--- src/rtl/s7seg_mux_if.sv ---
// Display bus for s7seg_mux: captured BCD/dp inputs toward the driver and
// scanned segment/anode outputs toward the pins.
interface s7seg_mux_if #(
    parameter int NUM_DIGITS = 4
);
    logic [4*NUM_DIGITS-1:0] bcd_in;
    logic [NUM_DIGITS-1:0]   dp_in;
    logic                    load;
    logic                    blank_lz;
    logic [6:0]              seg;
    logic                    dp;
    logic [NUM_DIGITS-1:0]   an;
    logic                    frame_done;

    modport master (
        output bcd_in, dp_in, load, blank_lz,
        input  seg, dp, an, frame_done
    );

    modport slave (
        input  bcd_in, dp_in, load, blank_lz,
        output seg, dp, an, frame_done
    );
endinterface

--- src/rtl/s7seg_mux.sv ---
// Time-multiplexed seven-segment driver with tear-free double buffering and
// leading-zero blanking. Define S7SEG_MUX_HEX_EN to show codes 10-15 as A-F.
module s7seg_mux #(
    parameter int NUM_DIGITS     = 4,
    parameter int REFRESH_DIV    = 50000,
    parameter bit DIG_ACTIVE_LOW = 1'b1
) (
    input  logic        clk,
    input  logic        rst_n,
    s7seg_mux_if.slave  bus
);
    localparam int PRE_W = $clog2(REFRESH_DIV);
    localparam int IDX_W = (NUM_DIGITS > 1) ? $clog2(NUM_DIGITS) : 1;
    localparam logic [PRE_W-1:0]      PRE_LAST = PRE_W'(REFRESH_DIV - 1);
    localparam logic [IDX_W-1:0]      IDX_LAST = IDX_W'(NUM_DIGITS - 1);
    localparam logic [NUM_DIGITS-1:0] AN_OFF   = {NUM_DIGITS{DIG_ACTIVE_LOW}};

    logic [PRE_W-1:0]        presc_q, presc_d;
    logic [IDX_W-1:0]        idx_q, idx_d;
    logic [4*NUM_DIGITS-1:0] pend_code_q, pend_code_d;
    logic [NUM_DIGITS-1:0]   pend_dp_q, pend_dp_d;
    logic [4*NUM_DIGITS-1:0] disp_code_q, disp_code_d;
    logic [NUM_DIGITS-1:0]   disp_dp_q, disp_dp_d;
    logic                    wrap_q, wrap_d;
    logic [6:0]              seg_q, seg_d;
    logic                    dp_q, dp_d;
    logic [NUM_DIGITS-1:0]   an_q, an_d;
    logic                    frame_done_q, frame_done_d;

    logic                    slot_end;
    logic                    wrap;
    logic                    zero_run;
    logic [NUM_DIGITS-1:0]   lead_zero;
    logic [3:0]              cur_code;
    logic                    blank;

    function automatic logic [6:0] decode(input logic [3:0] code);
        case (code)
            4'd0:    decode = 7'b0000001;
            4'd1:    decode = 7'b1001111;
            4'd2:    decode = 7'b0010010;
            4'd3:    decode = 7'b0000110;
            4'd4:    decode = 7'b1001100;
            4'd5:    decode = 7'b0100100;
            4'd6:    decode = 7'b0100000;
            4'd7:    decode = 7'b0001111;
            4'd8:    decode = 7'b0000000;
            4'd9:    decode = 7'b0000100;
`ifdef S7SEG_MUX_HEX_EN
            4'd10:   decode = 7'b0001000;
            4'd11:   decode = 7'b1100000;
            4'd12:   decode = 7'b0110001;
            4'd13:   decode = 7'b1000010;
            4'd14:   decode = 7'b0110000;
            4'd15:   decode = 7'b0111000;
`endif
            default: decode = 7'b1111111;
        endcase
    endfunction

    always_comb begin
        presc_d     = presc_q + 1'b1;
        idx_d       = idx_q;
        pend_code_d = pend_code_q;
        pend_dp_d   = pend_dp_q;
        disp_code_d = disp_code_q;
        disp_dp_d   = disp_dp_q;

        slot_end = (presc_q == PRE_LAST);
        wrap     = slot_end && (idx_q == IDX_LAST);

        if (slot_end) begin
            presc_d = '0;
            idx_d   = wrap ? '0 : idx_q + 1'b1;
        end

        if (bus.load) begin
            pend_code_d = bus.bcd_in;
            pend_dp_d   = bus.dp_in;
        end

        // A load landing on the wrap bypasses pending so it is shown this frame.
        if (wrap) begin
            disp_code_d = bus.load ? bus.bcd_in : pend_code_q;
            disp_dp_d   = bus.load ? bus.dp_in  : pend_dp_q;
        end

        wrap_d = wrap;
    end

    always_comb begin
        zero_run  = 1'b1;
        lead_zero = '0;
        for (int i = NUM_DIGITS - 1; i >= 0; i--) begin
            zero_run     = zero_run & (disp_code_q[4*i +: 4] == 4'd0) & ~disp_dp_q[i];
            lead_zero[i] = zero_run;
        end

        cur_code = disp_code_q[4*int'(idx_q) +: 4];
        blank    = bus.blank_lz && (idx_q != '0) && lead_zero[idx_q];

        seg_d        = blank ? 7'b1111111 : decode(cur_code);
        dp_d         = blank | ~disp_dp_q[idx_q];
        an_d         = AN_OFF ^ (NUM_DIGITS'(1) << idx_q);
        frame_done_d = wrap_q;
    end

    always_ff @(posedge clk or negedge rst_n) begin
        if (!rst_n) begin
            presc_q      <= '0;
            idx_q        <= '0;
            pend_code_q  <= '0;
            pend_dp_q    <= '0;
            disp_code_q  <= '0;
            disp_dp_q    <= '0;
            wrap_q       <= 1'b0;
            seg_q        <= 7'b1111111;
            dp_q         <= 1'b1;
            an_q         <= AN_OFF;
            frame_done_q <= 1'b0;
        end else begin
            presc_q      <= presc_d;
            idx_q        <= idx_d;
            pend_code_q  <= pend_code_d;
            pend_dp_q    <= pend_dp_d;
            disp_code_q  <= disp_code_d;
            disp_dp_q    <= disp_dp_d;
            wrap_q       <= wrap_d;
            seg_q        <= seg_d;
            dp_q         <= dp_d;
            an_q         <= an_d;
            frame_done_q <= frame_done_d;
        end
    end

    assign bus.seg        = seg_q;
    assign bus.dp         = dp_q;
    assign bus.an         = an_q;
    assign bus.frame_done = frame_done_q;
endmodule

--- src/flat_wrapper.sv ---
// flat-port wrapper written by rule: the top's interface ports become plain ports
module s7seg_mux_flat 
#(
    parameter int NUM_DIGITS     = 4,
    parameter int REFRESH_DIV    = 50000,
    parameter bit DIG_ACTIVE_LOW = 1'b1
)
  (clk, rst_n, bus_bcd_in, bus_dp_in, bus_load, bus_blank_lz, bus_seg, bus_dp, bus_an, bus_frame_done);
  s7seg_mux_if #(.NUM_DIGITS(NUM_DIGITS)) bus_i ();
  input  logic clk;
  input  logic rst_n;
  input wire logic [$bits(bus_i.bcd_in)-1:0] bus_bcd_in;
  input wire logic [$bits(bus_i.dp_in)-1:0] bus_dp_in;
  input wire logic [$bits(bus_i.load)-1:0] bus_load;
  input wire logic [$bits(bus_i.blank_lz)-1:0] bus_blank_lz;
  output wire logic [$bits(bus_i.seg)-1:0] bus_seg;
  output wire logic [$bits(bus_i.dp)-1:0] bus_dp;
  output wire logic [$bits(bus_i.an)-1:0] bus_an;
  output wire logic [$bits(bus_i.frame_done)-1:0] bus_frame_done;
  assign bus_i.bcd_in = bus_bcd_in;
  assign bus_i.dp_in = bus_dp_in;
  assign bus_i.load = bus_load;
  assign bus_i.blank_lz = bus_blank_lz;
  assign bus_seg = bus_i.seg;
  assign bus_dp = bus_i.dp;
  assign bus_an = bus_i.an;
  assign bus_frame_done = bus_i.frame_done;
  s7seg_mux #(.NUM_DIGITS(NUM_DIGITS), .REFRESH_DIV(REFRESH_DIV), .DIG_ACTIVE_LOW(DIG_ACTIVE_LOW)) u_core (.clk(clk), .rst_n(rst_n), .bus(bus_i));
endmodule
--- config.mk ---
export PLATFORM = sky130hd
export DESIGN_NAME = s7seg_mux_flat
export DESIGN_NICKNAME = d
export VERILOG_FILES = /design/src/rtl/s7seg_mux_if.sv /design/src/rtl/s7seg_mux.sv /design/src/flat_wrapper.sv
export SDC_FILE = /design/constraint.sdc
export NUM_CORES = 1
export LEC_CHECK = 0
export ABC_CLOCK_PERIOD_IN_PS = 2400
export BUFFER_PORTS_ARGS = -buffer_cell sky130_fd_sc_hd__buf_2
export CAP_MARGIN = 10
export CORE_MARGIN = 5
export CORE_UTILIZATION = 45
export DETAILED_ROUTE_END_ITERATION = 10
export PLACE_DENSITY = 0.66
export REMOVE_ABC_BUFFERS = 1
export SLEW_MARGIN = 30
export SYNTH_ARGS = -nofsm -noshare
export SYNTH_HDL_FRONTEND = slang
export SYNTH_SLANG_ARGS = --single-unit
export TNS_END_PERCENT = 50
--- constraint.sdc ---
create_clock -name clk -period 2.4 [get_ports clk]
set_clock_uncertainty 0.15 [all_clocks]
set_input_delay 0.48 -clock clk [delete_from_list [all_inputs] [get_ports clk]]
set_output_delay 0.48 -clock clk [all_outputs]
set_load 0.03 [all_outputs]
==> reports/results.ini, run 1 <==
[logic_synthesis]
async_flop_share_pct=100
postSynthAreaPerCell_um2=13.5
synth_top_area_share_pct=46.2
yosys.area.top_type=dfrtp_1
ys_seq_elements=72
synth-seq-area-share_pct=55.9
syn-cell-area_um2=3250
synthFlopType=dfrtp_1
ys_types=38
ys_warn_count=0
synth_area_leaders=dfrtp_1, dfstp_2, mux2_4
netlist_instances=240
synth_enable_flop_cells=0

[place]
gp_congestion=0.839
dp_hpwl_um=4120
port-buffer-count=36
placed_area_um2=3620

[cts]
clkLatencyLatePin_ns=0.35
clkTransAtPathRegs_ns=0.08
cts-hold-fix-buffers=0
cts_num_sinks=72
tritoncts=yes
cts_buffers=9
clock_path_buffers=2
cts_htree_levels=3
post-cts-setup-buffers=0
clock-root-buffer=clkbuf_8

[floorplan]
coreArea_um2=7140
die_h_um=95.0
fp-row-count=31
start_util_pct=45.5
ios=37
die_x_um=95.0
dieArea_um2=9020

[final_layout]
synthToLayoutAreaGrowth_pct=18.7
design_area_um2=3860
diodes=0
layout-drive-gt1-share_pct=44.1
fin_nets=330

[worst_setup_path]
cp-startpoint=u_core.presc_q[10]
r2r-end=u_core.disp_dp_q[2]
path_depth=4
path_cells=or4b_4 > or4_4 > or2_4 > mux2_4
crit_arrival_ns=2.45
crit_family=simple AND/OR/NAND/NOR gates
slowest_delay_ns=0.54
reg2reg_slack_ns=0.04
r2r_start=u_core.presc_q[10]
crit_path_start_kind=register
crit_buf_inv=0
critPathRequiredTime_ns=2.49
cp-end-kind=register
path_max_fanout=10
crit_slowest_cell=or4_4
critPathCapture=u_core.disp_dp_q[2]
reg2reg_depth=4
crit_type=reg2reg

[sta]
finalCritPeriodShare_pct=98.3
drv_slew=0
hold_viol=8
max_freq_mhz=424
timing.setup.tns_ns=0
relSlewSlack_pct=64.7
finalCriticalPeriod_ns=2.36
holdWs_ns=-0.0127
setup_violations=0
tightest_slew_ns=0.523
grt_setup_unrepaired=true

[routing]
vias=2003
drtIter0Drc=97
totalWireLength_um=6070
drt-wirelength-per-cell_um=15.2
first_pass_iters=4
ant_nets=0
drc=0
viasPerCell=5.03

[grt]
grt_max_degree=73
grt_pass1_wl_um=10400
grt_pass1_vias=2111
overflow=0
grt_usage_pct=15.4
antenna_found_initial=0

[job]
cap_violations=0

[power_and_ir_drop]
ir_drop_uv=356
p_leak_nw=1.80
total_power_mw=2.56
power_density_nw_per_um2=665

[status]
status=finished, violations left
failed_checks=negative hold slack

[worst_hold_path]
min_path_type=in2async

## routing by layer
layer	part of all wire [%]	up-vias	wire (um)	track usage, %
met5	0	-	0	0
li1	-	955	-	-
met1	47	999	2820	20.6
met2	47	38	2880	23.7
met4	1.8	0	108	5.65
met3	4.3	11	259	4.78
## cells in the mapped netlist (4+ instances only)
master	number
mux2_2	22
xor2_1	4
inv_1	15
nor3_1	4
dfstp_2	12
o21ai_0	9
mux4_2	5
nand3_1	4
xnor2_1	10
a21oi_1	6
nand2_1	6
nor2_1	15
ha_1	11
nand4_1	4
mux2_4	19
nor4_1	4
dfrtp_1	60
clkbuf_1	5
## how the worst min path moves through the flow
stage	startpoint	end	slack, ns
after floorplan	rst_n	u_core.bus.frame_done	0.03
after global placement	u_core.frame_done_d	u_core.bus.frame_done	0.20
after detailed placement	u_core.frame_done_d	u_core.bus.frame_done	0.21
after CTS	rst_n	u_core.pend_dp_q[2]	0.002
after global routing	rst_n	u_core.pend_dp_q[0]	0.01
final	rst_n	u_core.pend_dp_q[2]	-0.01
## where the power goes
part	internal, mW	switching [mW]
logic	0.101	0.113
clock network	0.579	0.462
registers	1.28	0.0255
total	1.96	0.600
## sequential cells by signal, indices dropped and copies added (netlist names)
name / count
u_core.idx_q: 2
u_core.pend_code_q: 16
u_core.frame_done_d: 1
u_core.bus.frame_done: 1
u_core.pend_dp_q: 4
u_core.bus.an: 4
u_core.presc_q: 16
u_core.bus.dp: 1
u_core.bus.seg: 7
u_core.disp_code_q: 16
u_core.disp_dp_q: 4
## timing repair
item,4_1_cts,5_1_grt
endpoints found under the setup margin,20,16
resized for setup,3,2
pin swaps,3,1
endpoints found under the hold margin,0,0
cloned,2,0
## final cells by class
cell class / instances / area, um2
clock buffer: 10 / 128
clock inverter: 5 / 82.6
fill: 654 / 3280
inverter: 15 / 56.3
multi-input combinational: 148 / 1360
sequential: 72 / 1820
tap: 99 / 124
timing repair buffer: 49 / 290
## cell usage in the layout (no fill, tap or decap), types with 3 or more instances in the layout
| master | n |
|---|---|
| a21oi_1 | 6 |
| nor4_1 | 4 |
| mux4_2 | 5 |
| dfstp_2 | 12 |
| clkinvlp_4 | 3 |
| buf_2 | 36 |
| mux2_4 | 19 |
| dfrtp_1 | 60 |
| o21ai_0 | 8 |
| buf_4 | 12 |
| nor3_1 | 4 |
| nor2_1 | 15 |
| ha_1 | 11 |
| or2_4 | 3 |
| clkbuf_8 | 9 |
| inv_1 | 15 |
| nand4_1 | 4 |
| mux2_2 | 22 |
| xor2_1 | 4 |
| nand3_1 | 4 |
| xnor2_1 | 10 |
| nand2_1 | 6 |
## worst register-to-register path, cell delays in order (launching register included)
cell     delay [ns]
dfrtp_1        0.38
or4b_4         0.53
or4_4          0.54
or2_4          0.34
mux2_4         0.31
## stage by stage
stage / utilization [%] / hold WS, ns / setup slack (ns) / instances
finish: 54.0 / -0.0127 / 0.0416 / 398
detailed placement: 50.8 / 0.206 / -0.0855 / 381
global route: 54.0 / 0.0138 / -0.000153 / 398
CTS: 54.0 / 0.00206 / 0.0287 / 398
floorplan: - / 0.0344 / -0.0307 / 233
global placement: 50.8 / 0.197 / -0.0531 / 381
## cells by family (layout without fill, tap and decap cells)
kind of cell / Yosys count / after routing / share of synthesized area, %
XOR/XNOR: 14 / 14 / 3.77
AO/OA/AOI/OAI: 20 / 20 / 3.50
flip-flops: 72 / 72 / 55.9
buffers and inverters: 22 / 79 / 3.00
adder cells (fa/ha/maj): 11 / 11 / 4.23
multiplexers: 47 / 47 / 20.2
AND/OR/NAND/NOR: 54 / 56 / 9.43
(Power assumes the default switching activity.)
==> run 2, diff against run 1 <==
CTS_BUF_LIST = sky130_fd_sc_hd__clkbuf_2 sky130_fd_sc_hd__clkbuf_4 sky130_fd_sc_hd__clkbuf_8   (was default)
==> run 2 against run 1 <==
Net effect: final cell count unchanged; non-clock buffer count unchanged; combinational power barely moved; first-iteration DRC count rose by 9.3%; sequential power barely moved; maximum frequency about the same; clock power about the same; flip-flop and latch count unchanged; worst setup slack about the same; die area unchanged; hold slack gained 0.00099 ns; the flow still finishes with violations (negative hold slack).
==> reports/results.ini, run 2 (synthesis gave the netlist of run 1 again) <==
[final_layout]
layout_common_cells=dfrtp_1, buf_2, mux2_2
final_util_pct=54.1  ; about the same
reg_top3=u_core.disp_code_q (16), u_core.pend_code_q (16), u_core.presc_q (16)
layout-drive-gt1-share_pct=44.5  ; +0.33 points
final_common_cell=dfrtp_1
fin_nets=330  ; unchanged
diodes=0  ; unchanged
design_area_um2=3860  ; about the same
synthToLayoutAreaGrowth_pct=18.8  ; about the same

[sta]
tightest_slew_ns=0.523  ; unchanged
fin_ws_ns=0.0416  ; +0.0000160 ns
grt_setup_unrepaired=false
relSlewSlack_pct=64.7  ; unchanged
holdWs_ns=-0.0117  ; +0.000991 ns
finalCriticalPeriod_ns=2.36  ; -0.0000160 ns
drv_slew=0  ; unchanged
finalCritPeriodShare_pct=98.3  ; about the same
timing.setup.tns_ns=0  ; unchanged
max_freq_mhz=424  ; about the same
setup_violations=0  ; unchanged
hold_viol=8  ; unchanged

[worst_setup_path]
reg2reg_slack_ns=0.04  ; about the same
path_cells=or4b_4 > or4_4 > or2_4 > mux2_4
r2r_start=u_core.presc_q[10]
crit_type=reg2reg
slowest_delay_ns=0.54  ; about the same
critPathRequiredTime_ns=2.49  ; about the same
crit_slowest_cell=or4_4
crit_family=simple AND/OR/NAND/NOR gates
path_max_fanout=10  ; unchanged
cp-end-kind=register
crit_buf_inv=0  ; unchanged
crit_path_start_kind=register
crit_arrival_ns=2.45  ; about the same
r2r-end=u_core.disp_dp_q[2]
reg2reg_depth=4  ; unchanged

[cts]
post-cts-setup-buffers=0  ; unchanged
clkLatencyLatePin_ns=0.35  ; about the same
clock-root-buffer=clkbuf_8
clock_path_buffers=2  ; unchanged
cts_num_sinks=72  ; unchanged
tritoncts=yes
cts-hold-fix-buffers=0  ; unchanged
clkTransAtPathRegs_ns=0.08  ; about the same
cts_htree_levels=3  ; unchanged
cts_buffers=9  ; unchanged

[power_and_ir_drop]
p_leak_nw=1.80  ; +0.19%
ir_drop_uv=356  ; about the same
power_density_nw_per_um2=667  ; +0.36%

[grt]
overflow=0  ; unchanged
grt_pass1_wl_um=10400  ; unchanged
grt_usage_pct=15.4  ; unchanged
antenna_found_initial=0  ; unchanged
grt_max_degree=73  ; unchanged
grt_pass1_vias=2111  ; unchanged

[routing]
drtIter0Drc=106  ; +9.3%
totalWireLength_um=6060  ; about the same
vias=1999  ; -0.20%
drc=0  ; unchanged
first_pass_iters=4  ; unchanged
viasPerCell=5.02  ; -0.20%
drt-wirelength-per-cell_um=15.2  ; about the same
ant_nets=0  ; unchanged

[status]
failed_checks=negative hold slack
status=finished, violations left

[place]
dp_slack_ns=-0.0855  ; unchanged
gp_congestion=0.839  ; unchanged
port-buffer-count=36  ; unchanged
dp_hpwl_um=4120  ; unchanged
placed_area_um2=3620  ; unchanged

[floorplan]
ios=37  ; unchanged
coreArea_um2=7140  ; unchanged
die_x_um=95.0  ; unchanged
start_util_pct=45.5  ; unchanged
dieArea_um2=9020  ; unchanged
fp-row-count=31  ; unchanged
die_h_um=95.0  ; unchanged

[job]
cap_violations=0  ; unchanged

[worst_hold_path]
min_path_type=in2async

## run 2: where the power goes
group          internal (mW)  leakage [nW]  total (mW)  switching, mW
clock network          0.591        0.0980        1.05          0.462
registers               1.28         0.882        1.31         0.0255
logic                  0.101         0.820       0.213          0.113
## run 2: worst max path at each step
stage,cells past startpoint,startpoint,end
floorplan,4,u_core.presc_q[10],u_core.disp_code_q[0]
detailed placement,4,u_core.presc_q[10],u_core.disp_code_q[7]
global route,4,u_core.presc_q[10],u_core.disp_code_q[4]
finish,4,u_core.presc_q[10],u_core.disp_dp_q[2]
CTS,4,u_core.presc_q[10],u_core.disp_dp_q[2]
global placement,4,u_core.presc_q[10],u_core.disp_code_q[3]
## run 2: metrics by stage
stage	std cells	power, mW
after global routing	398	2.68
after global placement	381	1.54
after detailed placement	381	1.55
final	398	2.58
after floorplan	233	1.46
after CTS	398	2.60
## run 2: repair_timing
item                       4_1_cts  5_1_grt
setup endpoints to repair       20       16
gates resized for setup          3        2
cloned                           2        0
pin swaps                        3        1
## run 2: layout make-up
class | count | area [um2]
inverters | 15 | 56.3
multi-input cells | 148 | 1360
well taps | 99 | 124
flip-flops and latches | 72 | 1820
fillers | 654 | 3280
repair buffers | 49 | 290
clock inverters | 5 | 82.6
clock buffers | 10 | 131
## run 2: per-layer routing
metal	global-route usage, %	vias to the layer above	wire (um)
met1	20.6	995	2810
met5	0	-	0
li1	-	955	-
met3	4.78	11	262
met4	5.65	0	108
met2	23.7	38	2880
## run 2: worst register-to-register path: stages (launching register included)
cell,delay [ns]
dfrtp_1,0.38
or4b_4,0.53
or4_4,0.54
or2_4,0.34
mux2_4,0.31
